===== src/rtl/sw_if_pkg.sv =====
// rtl/sw_if_pkg.sv - shared constants for the decoder-to-switch select/ack interface
// Purpose: state encodings, operation codes and delay limits shared by the
//          switch responders and the decoder's tx scheduler.
// Ports:   none (package).
package sw_if_pkg;

   localparam logic [1:0] IDLE = 2'd0;
   localparam logic [1:0] WAIT = 2'd1;
   localparam logic [1:0] ACK  = 2'd2;

   typedef enum logic [1:0] {
      S_IDLE = IDLE,
      S_WAIT = WAIT,
      S_ACK  = ACK
   } sw_state_t;

   localparam logic WR_OP = 1'b1;
   localparam logic RD_OP = 1'b0;

   localparam int ACK_DELAY_MAX = 15;
   localparam int CNT_W         = $clog2(ACK_DELAY_MAX + 1);

endpackage


===== src/rtl/sw_reg_responder_if.sv =====
// rtl/sw_reg_responder_if.sv - select/ack bundle between decoder and one switch
// Purpose: groups the request (select, op, address, write data) and response
//          (ack, read data, error, busy, overrun) signals of one switch.
// Ports:   master = decoder side (drives request, observes response);
//          slave  = switch side (observes request, drives response).
interface sw_reg_responder_if #(
   parameter int W_WIDTH = 8
);
   logic               sel_in;
   logic               wr_rd_s_in;
   logic [W_WIDTH-1:0] addr_in;
   logic [W_WIDTH-1:0] wr_data_in;
   logic               ack_out;
   logic [W_WIDTH-1:0] rd_data_out;
   logic               err_out;
   logic               busy_out;
   logic               ovr_err_out;

   modport master (
      output sel_in, wr_rd_s_in, addr_in, wr_data_in,
      input  ack_out, rd_data_out, err_out, busy_out, ovr_err_out
   );

   modport slave (
      input  sel_in, wr_rd_s_in, addr_in, wr_data_in,
      output ack_out, rd_data_out, err_out, busy_out, ovr_err_out
   );
endinterface


===== src/rtl/sw_reg_bank.sv =====
// rtl/sw_reg_bank.sv - REG_COUNT x W_WIDTH register bank, one write and one read port
// Purpose: local storage of a switch; synchronous reset clears every register.
// Ports:   clk, rst (sync, active-high); we/idx/data write port committing on
//          the rising edge; rd_data combinational read of register idx.
module sw_reg_bank #(
   parameter int W_WIDTH   = 8,
   parameter int REG_COUNT = 4,
   parameter int IDX_W     = 2
) (
   input  logic               clk,
   input  logic               rst,
   input  logic               we,
   input  logic [IDX_W-1:0]   idx,
   input  logic [W_WIDTH-1:0] data,
   output logic [W_WIDTH-1:0] rd_data
);

   logic [W_WIDTH-1:0] regs [REG_COUNT];

   // Index compare loops keep non-power-of-two banks safe: an index past
   // the last register neither writes nor reads anything.
   always_ff @(posedge clk) begin
      if (rst) begin
         for (int i = 0; i < REG_COUNT; i++) regs[i] <= '0;
      end else if (we) begin
         for (int i = 0; i < REG_COUNT; i++) begin
            if (idx == IDX_W'(i)) regs[i] <= data;
         end
      end
   end

   always_comb begin
      rd_data = '0;
      for (int i = 0; i < REG_COUNT; i++) begin
         if (idx == IDX_W'(i)) rd_data = regs[i];
      end
   end

endmodule


===== src/rtl/sw_reg_responder.sv =====
// rtl/sw_reg_responder.sv - switch-side select/ack responder with local register bank
// Purpose: captures one transaction per select, waits ACK_DELAY cycles, then
//          returns a one-cycle ack with read data / error and commits writes.
// Ports:   clk, rst (sync, active-high); bus (slave modport): sel_in,
//          wr_rd_s_in, addr_in, wr_data_in in; ack_out, rd_data_out, err_out,
//          busy_out, ovr_err_out out.
module sw_reg_responder
   import sw_if_pkg::*;
#(
   parameter int W_WIDTH   = 8,
   parameter int REG_COUNT = 4,
   parameter int BASE_ADDR = 0,
   parameter int ACK_DELAY = 2
) (
   input  logic               clk,
   input  logic               rst,
   sw_reg_responder_if.slave  bus
);

   localparam int IDX_W = (REG_COUNT > 1) ? $clog2(REG_COUNT) : 1;
   localparam logic [W_WIDTH-1:0] BASE = W_WIDTH'(BASE_ADDR);

   sw_state_t          state;
   logic [CNT_W-1:0]   cnt;
   logic               lat_wr;
   logic [W_WIDTH-1:0] lat_addr;
   logic [W_WIDTH-1:0] lat_data;
   logic               ack_q;
   logic               busy_q;
   logic               ovr_q;

   logic [W_WIDTH-1:0] offset;
   logic               hit;
   logic [IDX_W-1:0]   idx;
   logic               we;
   logic [W_WIDTH-1:0] bank_rd;

   // The ACK state launches the registered ack pulse, so the ack is visible
   // in the cycle after ACK while the FSM is already back in IDLE. A select
   // sampled during that visible ack cycle is a legal back-to-back capture.
   always_ff @(posedge clk) begin
      if (rst) begin
         state    <= S_IDLE;
         cnt      <= '0;
         lat_wr   <= RD_OP;
         lat_addr <= '0;
         lat_data <= '0;
         ack_q    <= 1'b0;
         busy_q   <= 1'b0;
         ovr_q    <= 1'b0;
      end else begin
         ack_q <= 1'b0;
         case (state)
            S_IDLE: begin
               if (bus.sel_in) begin
                  lat_wr   <= bus.wr_rd_s_in;
                  lat_addr <= bus.addr_in;
                  lat_data <= bus.wr_data_in;
                  busy_q   <= 1'b1;
                  if (ACK_DELAY == 0) begin
                     state <= S_ACK;
                  end else begin
                     state <= S_WAIT;
                     cnt   <= CNT_W'(ACK_DELAY - 1);
                  end
               end else begin
                  busy_q <= 1'b0;
               end
            end
            S_WAIT: begin
               if (bus.sel_in) ovr_q <= 1'b1;
               busy_q <= 1'b1;
               if (cnt == '0) state <= S_ACK;
               else           cnt   <= cnt - 1'b1;
            end
            S_ACK: begin
               if (bus.sel_in) ovr_q <= 1'b1;
               busy_q <= 1'b1;
               ack_q  <= 1'b1;
               state  <= S_IDLE;
            end
            default: state <= S_IDLE;
         endcase
      end
   end

   // The subtraction only matters when addr >= BASE, so it never wraps for
   // a hit; the extra bit lets REG_COUNT reach 2^W_WIDTH.
   assign offset = lat_addr - BASE;
   assign hit    = (lat_addr >= BASE) &&
                   ({1'b0, offset} < (W_WIDTH + 1)'(REG_COUNT));
   assign idx    = offset[IDX_W-1:0];
   assign we     = ack_q && (lat_wr == WR_OP) && hit;

   sw_reg_bank #(
      .W_WIDTH   (W_WIDTH),
      .REG_COUNT (REG_COUNT),
      .IDX_W     (IDX_W)
   ) u_bank (
      .clk     (clk),
      .rst     (rst),
      .we      (we),
      .idx     (idx),
      .data    (lat_data),
      .rd_data (bank_rd)
   );

   // Zero outside a read-hit ack so several switches can be OR-ed together.
   assign bus.rd_data_out = (ack_q && (lat_wr == RD_OP) && hit) ? bank_rd : '0;
   assign bus.ack_out     = ack_q;
   assign bus.err_out     = ack_q && !hit;
   assign bus.busy_out    = busy_q;
   assign bus.ovr_err_out = ovr_q;

endmodule


===== src/flat_wrapper.sv =====
// flat-port wrapper written by rule: the top's interface ports become plain ports
module sw_reg_responder_flat import sw_if_pkg::*;
#(
   parameter int W_WIDTH   = 8,
   parameter int REG_COUNT = 4,
   parameter int BASE_ADDR = 0,
   parameter int ACK_DELAY = 2
)
  (clk, rst, bus_sel_in, bus_wr_rd_s_in, bus_addr_in, bus_wr_data_in, bus_ack_out, bus_rd_data_out, bus_err_out, bus_busy_out, bus_ovr_err_out);
  sw_reg_responder_if #(.W_WIDTH(W_WIDTH)) bus_i ();
  input  logic clk;
  input  logic rst;
  input wire logic [$bits(bus_i.sel_in)-1:0] bus_sel_in;
  input wire logic [$bits(bus_i.wr_rd_s_in)-1:0] bus_wr_rd_s_in;
  input wire logic [$bits(bus_i.addr_in)-1:0] bus_addr_in;
  input wire logic [$bits(bus_i.wr_data_in)-1:0] bus_wr_data_in;
  output wire logic [$bits(bus_i.ack_out)-1:0] bus_ack_out;
  output wire logic [$bits(bus_i.rd_data_out)-1:0] bus_rd_data_out;
  output wire logic [$bits(bus_i.err_out)-1:0] bus_err_out;
  output wire logic [$bits(bus_i.busy_out)-1:0] bus_busy_out;
  output wire logic [$bits(bus_i.ovr_err_out)-1:0] bus_ovr_err_out;
  assign bus_i.sel_in = bus_sel_in;
  assign bus_i.wr_rd_s_in = bus_wr_rd_s_in;
  assign bus_i.addr_in = bus_addr_in;
  assign bus_i.wr_data_in = bus_wr_data_in;
  assign bus_ack_out = bus_i.ack_out;
  assign bus_rd_data_out = bus_i.rd_data_out;
  assign bus_err_out = bus_i.err_out;
  assign bus_busy_out = bus_i.busy_out;
  assign bus_ovr_err_out = bus_i.ovr_err_out;
  sw_reg_responder #(.W_WIDTH(W_WIDTH), .REG_COUNT(REG_COUNT), .BASE_ADDR(BASE_ADDR), .ACK_DELAY(ACK_DELAY)) u_core (.clk(clk), .rst(rst), .bus(bus_i));
endmodule

===== config.mk =====
export PLATFORM = sky130hd
export DESIGN_NAME = sw_reg_responder_flat
export DESIGN_NICKNAME = d
export VERILOG_FILES = /design/src/rtl/sw_if_pkg.sv /design/src/rtl/sw_reg_responder_if.sv /design/src/rtl/sw_reg_bank.sv /design/src/rtl/sw_reg_responder.sv /design/src/flat_wrapper.sv
export SDC_FILE = /design/constraint.sdc
export NUM_CORES = 1
export LEC_CHECK = 0
export ABC_CLOCK_PERIOD_IN_PS = 2000
export BUFFER_PORTS_ARGS = -buffer_cell sky130_fd_sc_hd__buf_2
export CAP_MARGIN = 40
export CORE_MARGIN = 2
export CORE_UTILIZATION = 52
export DETAILED_ROUTE_END_ITERATION = 16
export MAX_ROUTING_LAYER = met4
export PLACE_DENSITY_LB_ADDON = 0.05
export REMOVE_ABC_BUFFERS = 1
export SYNTH_ARGS = -nofsm -noshare
export SYNTH_HDL_FRONTEND = slang
export SYNTH_SLANG_ARGS = --single-unit

===== constraint.sdc =====
create_clock -name clk -period 2 [get_ports clk]
set_clock_uncertainty 0.05 [all_clocks]
set_input_delay 0.2 -clock clk [delete_from_list [all_inputs] [get_ports clk]]
set_output_delay 0.2 -clock clk [all_outputs]
set_load 0.01 [all_outputs]

==> qor.yml, run 1 <==
drt:
  dr_wl_met2_um: 2344
  wl_met1_um: 2403
  avgViaCountPerCell: 5.105
  drtPass1Iterations: 5
  drc: 0
  met3WireLength_um: 169
  num_vias: 1848
  ant_nets: 0
  wl_per_cell_um: 13.93
  drt-total-wl_um: 5042
  maxUsedRoutingLayer: "met4"
  drtIter0Drc: 142
layout:
  drive_above_1_share_pct: 28.47
  antenna_cells: 0
  finalNetCount: 317
  syn_to_final_growth_pct: 18.18
  fin_util_pct: 64.92
  num-fill-cells: 404
pwr:
  switching_power_mw: 1.027
  clkPwrFrac_pct: 26.3
  power_density_nw_per_um2: 1062
  p_sw_share_pct: 31.12
  ir_drop_v: 0.0007894
  power.internal_mw: 2.272
  power_leakage_nw: 1.206
  p_seq_share_pct: 45.6
  comb_power_share_pct: 28.0
die:
  die_h_um: 75.10
  start_util_pct: 54.93
  num_rows: 25
  coreArea_sq_um: 4786
  io_pins: 32
  fp.dieW_um: 75.10
  fp.dieArea_sq_um: 5640
sta:
  setup_viol_count_final: 0
  fin_crit_ps: 1885
  slew_violations: 0
  worst_pin_slew_ps: 456.2
  rsz0062_at_grt: "no"
  tns_ps: 0
  finalHoldViolCount: 0
  maxSlewHeadroom_pct: 69.52
  clock.fmax_mhz: 530.5
  finalCritPeriodShare_pct: 94.24
clock_network:
  cts.sinks: 58
  cts_hold_buf: 0
  clock_latency_ps: 330
  ctsRootBufferMaster: "clkbuf_8"
  cts_tree: "done"
  clockBufferDepth: 2
  cts_inserted_buffers: 9
  clk_pin_slew_ps: 60
  htreeDepth: 3
synth:
  ys.flop_type: "edfxtp_1"
  yosys-top-cells-count: "nand2_1, nor2_1, edfxtp_1"
  yosysSeqAreaShare_pct: 56.35
  netlist_instances: 241
  synth.area.top_cells: "edfxtp_1, dfxtp_1, mux4_2"
  synth_edf_count: 32
  ys_ff_latch: 58
  ys_types: 36
  synth_top_area_share_pct: 36.55
  async_flop_share_pct: 0
  yosysTopAreaCell: "edfxtp_1"
  yosysMostFrequentCell: "nand2_1"
  avgSynthCellArea_sq_um: 10.91
  yosysWarningCount: 0
  synth.cell_area_sq_um: 2629
placement:
  hpwlAfterDp_um: 3440
  portBuffers: 31
  gp_congestion: 0.8032
grt:
  grt_usage_pct: 21.17
  antenna_found_initial: 0
  grt_overflow_total: 0
  first_global_vias: 1719
  grt_first_pass_wirelength_um: 8217
  grt_max_degree: 18
setup_path:
  endpoint_kind: "output pin"
  worstSetupStartpointType: "flop"
  crit_path_start: "u_core.lat_addr[0]"
  endpoint: "bus_rd_data_out[6]"
  crit_type: "flop to output pin"
  cp.required_ps: 1750
  rrSetupSlack_ps: 310
  rr_worst_depth: 6
  worstPathMaxFanout: 9
  r2r_start: "u_core.lat_addr[4]"
  r2r-end: "u_core.u_bank.regs[2][0]"
  crit_arrival_ps: 1630
hold_path:
  hp-class: "input port to flop"
  holdCritStartpoint: "bus_addr_in[1]"
run_status:
  outcome: "finished, final reports clean"
run:
  drv_cap: 0
## critical path, cell delays in order (launching register included)
cell and delay [ps]:
dfxtp_4 450, mux4_2 510, and2b_2 200, buf_2 130
## area by class of cell
| cell class | instances | area [sq um] | share of cell area, % |
|---|---|---|---|
| sequential | 58 | 1486 | 47.85 |
| clock inverter | 1 | 5.005 | 0.1611 |
| multi-input combinational | 168 | 1080 | 34.76 |
| tap | 67 | 83.83 | 2.698 |
| timing repair buffer | 49 | 290.3 | 9.344 |
| inverter | 4 | 15.01 | 0.4833 |
| clock buffer | 15 | 146.4 | 4.712 |
## worst min-delay path by stage
stage | to | slack [ps] | cells after the start
floorplan | u_core.cnt[2] | 220 | 1
global placement | u_core.lat_addr[2] | 390 | 3
detailed placement | u_core.lat_data[5] | 400 | 3
CTS | u_core.lat_addr[1] | 30 | 3
global route | u_core.lat_data[5] | 50 | 3
finish | u_core.lat_addr[1] | 50 | 3
## metal layers
metal / up-vias / GRT usage, %
li1: 940 / -
met1: 862 / 26.50
met2: 37 / 32.26
met3: 9 / 4.418
met4: 0 / 11.31
met5: - / -
## flip-flops by register name, summed over array words and instances (netlist names)
signal	flops
u_core.lat_data	8
u_core.bus.ack_out	1
u_core.u_bank.regs	32
u_core.lat_wr	1
u_core.state	2
u_core.cnt	4
u_core.lat_addr	8
u_core.bus.busy_out	1
u_core.bus.ovr_err_out	1
## logic make-up after synthesis
kind of cell / count (synthesis) / share of synthesized area, %
buf+inv: 15 / 2.570
simple gates: 119 / 22.94
compound gates: 31 / 6.759
fa+ha+maj: 7 / 3.332
mux: 11 / 8.044
flops: 58 / 56.35
## placed cells by master, fill, tap and decap left out, types with 7 or more instances in the layout
cell	n
a21oi_1	20
and2b_2	8
buf_2	31
buf_4	18
clkbuf_8	9
dfxtp_1	24
edfxtp_1	32
ha_1	7
mux4_2	8
nand2_1	48
nor2_1	35
## power groups by stage
stage	combinational (mW)	sequential [mW]	clock [mW]
after global routing	1.05	1.53	0.944
final	0.925	1.51	0.868
after CTS	0.917	1.51	0.890
after global placement	0.906	1.53	0
after detailed placement	0.913	1.53	0
after floorplan	0.589	1.51	0
## what timing repair did
item	in CTS	in global routing
endpoints found under the setup margin	8	4
buffers inserted	0	1
resized for setup	3	0
pin swaps	0	1
## through the flow
step                      instances  power, mW  instance area (sq um)  worst slack, ps  hold slack (ps)
after floorplan                 230      2.103                   2576            70.04            219.1
after global placement          345      2.432                   2943            168.6            393.0
after detailed placement        345      2.441                   2943            117.8            395.9
after CTS                       361      3.314                   3099            68.94            34.36
after global routing            362      3.518                   3107            42.93            46.26
final                           362      3.299                   3107            115.1            45.69
(Power assumes the default switching activity.)
==> run 2, diff against run 1 <==
Settings changed: ABC_CLOCK_PERIOD_IN_PS 2000 to 1800, CORE_UTILIZATION 52 to 56, CTS_CLUSTER_SIZE from default to 25.
Clock period 2 ns to 1.8 ns, I/O delays scaled along.
==> run 2 against run 1 <==
Compared with the run above:
- the flow now finishes with violations (negative setup slack)
- sequential share of layout area shrank 1.0 points
- utilization grew 6.4 points
- flip-flop and latch count is the same
- setup slack lost 170 ps
- largest cell class unchanged
- highest routed layer unchanged
==> qor.yml, run 2 (synthesized netlist as in run 1, its figures left out) <==
die:
  fp.dieArea_sq_um: 5258
  coreArea_sq_um: 4444
  num_rows: 24
  fp.dieW_um: 72.52
  die_h_um: 72.52
  io_pins: 32
  start_util_pct: 59.15
placement:
  hpwlAfterDp_um: 3491
  post_dp_cell_area_sq_um: 2914
  dp_slack_ps: 92.87
  portBuffers: 31
  gp_congestion: 0.7980
clock_network:
  cts_hold_buf: 0
  clock_latency_ps: 330
  cts_inserted_buffers: 9
  htreeDepth: 3
  clk_pin_slew_ps: 60
  cts_tree: "done"
  clockBufferDepth: 2
  cts.sinks: 58
  ctsRootBufferMaster: "clkbuf_8"
pwr:
  power_leakage_nw: 1.226
  ir_drop_v: 0.0007588
  power_density_nw_per_um2: 1204
layout:
  finalNetCount: 316
  largest_reg_flops: 32
  finish.instance_area_sq_um: 3171
  final_common_cell: "nand2_1"
  antenna_cells: 0
  reg_top3: "u_core.u_bank.regs (32), u_core.lat_addr (8), u_core.lat_data (8)"
  final_cell_mix: "nand2_1, nor2_1, edfxtp_1"
  largest-register: "u_core.u_bank.regs"
  drive_above_1_share_pct: 29.69
  fin_util_pct: 71.34
  syn_to_final_growth_pct: 20.61
run_status:
  violations: "negative setup slack"
  outcome: "complete, but fails checks"
sta:
  rsz0062_at_grt: "yes"
  slew_violations: 0
  setup_viol_count_final: 8
  setup_ws_ps: -52.72
  finalHoldViolCount: 0
  clock.fmax_mhz: 539.7
  fin_crit_ps: 1853
  maxSlewHeadroom_pct: 68.95
  finalCritPeriodShare_pct: 102.9
  worst_pin_slew_ps: 464.8
setup_path:
  worstPathMaxFanout: 9
  crit_type: "flop to output pin"
  max_stage_delay_ps: 490
  cp.required_ps: 1570
  crit_arrival_ps: 1620
  critical-path-slowest-cell: "mux4_2"
  cp_cell_sequence: "buf_12, mux4_2, and2b_2, buf_6"
  endpoint_kind: "output pin"
  worstSetupStartpointType: "flop"
grt:
  first_global_vias: 1834
  grt_usage_pct: 22.87
  grt_first_pass_wirelength_um: 8631
  grt_max_degree: 21
  antenna_found_initial: 0
  grt_overflow_total: 0
drt:
  drtPass1Iterations: 4
  ant_nets: 0
  num_vias: 1859
  drtIter0Drc: 136
  wl_per_cell_um: 15.26
  drc: 0
  avgViaCountPerCell: 5.388
  drt-total-wl_um: 5264
run:
  drv_cap: 0
hold_path:
  hp-class: "input port to flop"
## run 2: cell types whose count changed in the layout (fill, tap and decap cells not counted), sizes merged
| cell | before | now |
|---|---|---|
| buf | 49 | 48 |
| clkinv | 1 | 4 |
| clkbuf | 15 | 10 |
| bufinv | 0 | 1 |
## run 2: layout make-up
type	count	area, sq um
clock buffers	10	127.6
multi-input cells	168	1081
fillers	324	1274
well taps	52	65.06
clock inverters	5	47.55
inverters	4	15.01
flip-flops and latches	58	1485
repair buffers	48	349.1
## run 2: worst max-delay path: cells and delay by family (launching register included)
| kind | cells | cell delay [ps] |
|---|---|---|
| multiplexers | 1 | 490 |
| flip-flops | 1 | 340 |
| buffers and inverters | 2 | 250 |
| AND/OR/NAND/NOR | 1 | 210 |
## run 2: final timing paths
path,startpoint,end,slack [ps],depth (start not counted)
worst max register to register,u_core.state[0],u_core.cnt[2],120,5
worst max-delay path,u_core.lat_addr[0],bus_rd_data_out[7],-50,4
worst min register to register,u_core.lat_data[6],u_core.lat_data[6],410,2
worst min-delay path,bus_addr_in[4],u_core.lat_addr[4],30,3
## run 2: what timing repair did
item / CTS / global route
hold endpoints to repair: 0 / 0
pin swaps: 1 / 3
endpoints found under the setup margin: 8 / 24
gates resized for setup: 10 / 3
setup buffers: 2 / 1
## run 2: metrics by stage
stage / hold WS [ps] / TNS, ps / power, mW / cells
2_1_floorplan: 199.1 / -2721 / 2.337 / 230
3_3_place_gp: 371.2 / 0 / 2.688 / 327
3_5_place_dp: 377.6 / 0 / 2.717 / 327
4_1_cts: 25.54 / -459.5 / 3.829 / 344
5_1_grt: 30.46 / -830.8 / 4.021 / 345
6_report: 28.55 / -354.1 / 3.817 / 345
## run 2: report_power, final
part	total, mW	switching, mW	internal, mW
clock	1.10	0.479	0.617
sequential	1.66	0.119	1.54
combinational	1.06	0.572	0.486
total	3.82	1.17	2.65
## run 2: per-layer routing
metal  part of all wire, %  up-vias  track usage, %  wire, um
li1                      -      941               -         -
met1                    45      850           27.98      2373
met2                    48       54           36.29      2553
met3                   4.4       14           5.833       233
met4                   2.0        0           9.671       104
met5                     0        -               -         0
==> run 3, diff against run 2 <==
Settings changed: PLACE_DENSITY from default to 0.88, PLACE_DENSITY_LB_ADDON 0.05 to default, SYNTH_HIERARCHICAL from default to 1.
==> run 3 against run 2 <==
Compared with the run above:
- the flow still finishes with violations (negative setup slack)
- routed wire length down 4.5%
- final area down 2.5%
- synthesized cell count up 0.83%
- non-clock buffer count down 3
- global-route usage down 0.96 points
- combinational power down 7%
- die area up 0.22%
- via count up 1.5%
- power down 0.96%
- clock power about the same
- register-to-register slack about the same
- first-iteration DRC count down 22%
- critical endpoint is now bus_rd_data_out[4]
- largest cell class unchanged
- highest routed layer unchanged
==> qor.yml, run 3 <==
clock_network:
  cts_hold_buf: 0
  clock_latency_ps: 330
  clk_pin_slew_ps: 60
  post_cts_buffers: 0
  ctsRootBufferMaster: "clkbuf_8"
  cts_tree: "done"
  cts.sinks: 58
  htreeDepth: 3
  cts_inserted_buffers: 9
  clockBufferDepth: 2
synth:
  ys_ff_latch: 58
  ys.flop_type: "edfxtp_1"
  synth_edf_count: 32
  yosysWarningCount: 6
  yosysMostFrequentCell: "nand2_1"
  ys_types: 40
  async_flop_share_pct: 0
  yosys-top-cells-count: "nand2_1, nor2_1, edfxtp_1"
  synth.cell_area_sq_um: 2635
  synth.area.top_cells: "edfxtp_1, dfxtp_1, mux4_2"
  yosysTopAreaCell: "edfxtp_1"
  netlist_instances: 243
  avgSynthCellArea_sq_um: 10.84
  synth_top_area_share_pct: 36.47
  yosysSeqAreaShare_pct: 56.22
drt:
  drc: 0
  drtPass1Iterations: 4
  num_vias: 1887
  avgViaCountPerCell: 5.518
  drtIter0Drc: 106
  wl_per_cell_um: 14.69
  ant_nets: 0
  drt-total-wl_um: 5025
setup_path:
  max_stage_delay_ps: 380
  rrSetupSlack_ps: 130
  critical-path-top-delay-family: "simple AND/OR/NAND/NOR gates"
  worstPathMaxFanout: 8
  crit_buf_inv: 1
  crit_type: "flop to output pin"
  endpoint_kind: "output pin"
  critical-path-slowest-cell: "and4b_2"
  rr_worst_depth: 5
  r2r-end: "u_core/u_bank/regs[3][0]"
  cp.required_ps: 1570
  worstSetupStartpointType: "flop"
  crit_arrival_ps: 1610
  r2r_start: "u_core/lat_addr[7]"
  cp_cell_sequence: "nor4_4, and4b_2, and2_4, buf_6"
placement:
  portBuffers: 31
  gp_congestion: 0.8334
  dpl.cell_count: 326
  dp_slack_ps: 5.883
  hpwlAfterDp_um: 3416
grt:
  met1_usage_pct: 24.98
  grt_use_met2_pct: 36.26
  grt.met3_usage_pct: 5.801
  grt_usage_pct: 21.92
  grt_first_pass_wirelength_um: 8245
  grt_max_degree: 26
  first_global_vias: 1832
  antenna_found_initial: 0
  grt-busiest-layer: "met2"
  grt_overflow_total: 0
layout:
  finalNetCount: 311
  num-fill-cells: 331
  largest_reg_flops: 32
  final_common_cell: "nand2_1"
  syn_to_final_growth_pct: 17.33
  largest-register: "u_core/u_bank/regs"
  instances_no_fill: 342
  reg_top3: "u_core/u_bank/regs (32), u_core/lat_addr (8), u_core/lat_data (8)"
  final_cell_mix: "nand2_1, nor2_1, edfxtp_1"
  drive_above_1_share_pct: 26.21
  antenna_cells: 0
die:
  num_rows: 24
  start_util_pct: 59.29
  io_pins: 32
  die_h_um: 72.60
  fp.dieArea_sq_um: 5270
  fp.dieW_um: 72.60
  coreArea_sq_um: 4444
hold_path:
  hp-class: "input port to flop"
  holdCritStartpoint: "bus_addr_in[4]"
  hold_end: "u_core/lat_addr[4]"
  whs_path_depth: 3
sta:
  rsz0062_at_grt: "yes"
  finalCritPeriodShare_pct: 102.3
  setup_viol_count_final: 8
  fin_crit_ps: 1842
  worst_pin_slew_ps: 357.7
  clock.fmax_mhz: 543.0
  finalHoldViolCount: 0
  slew_violations: 0
  setup_ws_ps: -41.58
  maxSlewHeadroom_pct: 76.15
run:
  drv_cap: 0
pwr:
  power_leakage_nw: 1.214
  power_density_nw_per_um2: 1223
  ir_drop_v: 0.001076
run_status:
  outcome: "complete, but fails checks"
  violations: "negative setup slack"
[run 3: cell types whose count changed in the layout (fill, tap and decap cells not counted), sizes merged, moves of 3 or more]
| cell | delta |
|---|---|
| and2 | +8 |
| and2b | -7 |
| buf | -3 |
| inv | +4 |
| nand2 | -7 |
| nand3b | +9 |
| nand4b | -4 |
| nor2b | -3 |
[run 3: layout make-up]
cell class / instances / area (sq um) / area share [%]
Sequential cell: 58 / 1489 / 48.16
Multi-Input combinational cell: 163 / 1057 / 34.20
Timing Repair Buffer: 45 / 272.8 / 8.822
Clock buffer: 12 / 135.1 / 4.371
Tap cell: 52 / 65.06 / 2.104
Clock inverter: 4 / 42.54 / 1.376
Inverter: 8 / 30.03 / 0.9713
[run 3: through the flow]
step / utilization, % / TNS (ps) / total power [mW] / area (sq um) / hold WS, ps
floorplan: - / -4373 / 2.350 / 2554 / 199.1
finish: 69.57 / -296.5 / 3.781 / 3092 / 26.43
global route: 69.57 / -1049 / 3.990 / 3092 / 25.20
detailed placement: 64.78 / 0 / 2.674 / 2879 / 377.6
global placement: 64.78 / 0 / 2.636 / 2879 / 374.2
CTS: 69.31 / -411.8 / 3.802 / 3080 / 16.60
[run 3: worst register-to-register path, cell delays in order (launching register included)]
cell      delay (ps)
dfxtp_2          330
nor4_4           290
and4_1           260
inv_1             90
o21bai_1         150
buf_4            200
[run 3: cells by family after synthesis]
family                   after synthesis  synth area share [%]
AO/OA/AOI/OAI                         32                 7.550
adder cells (fa/ha/maj)                6                 2.849
buffers and inverters                 22                 4.226
flip-flops                            58                 56.22
multiplexers                          10                 7.787
AND/OR/NAND/NOR                      115                 21.37
[run 3: per-layer routing]
layer  vias up  wire length (um)
met5         -                 0
met4         0                80
met3         7               324
met2        65              2494
met1       889              2126
li1        926                 -
[run 3: worst max path at each step]
stage | from | to | slack, ps | cells after the start
after floorplan | u_core/lat_addr[7] | u_core/u_bank/regs[0][0] | -140 | 4
after global placement | u_core/lat_addr[0] | bus_rd_data_out[4] | 40 | 3
after detailed placement | u_core/lat_addr[0] | bus_rd_data_out[1] | 6 | 3
after CTS | u_core/lat_addr[4] | bus_rd_data_out[3] | -60 | 4
after global routing | u_core/lat_addr[7] | bus_rd_data_out[0] | -140 | 4
final | u_core/lat_addr[7] | bus_rd_data_out[4] | -40 | 4
[run 3: what timing repair did]
item,in CTS,in global routing
endpoints found under the setup margin,8,9
resized for setup,7,4
pin swaps,8,6
[run 3: where the power goes]
group          switching, mW  internal (mW)  leakage [nW]
logic                  0.527          0.455         0.579
registers              0.137           1.55         0.546
clock network          0.478          0.629        0.0894
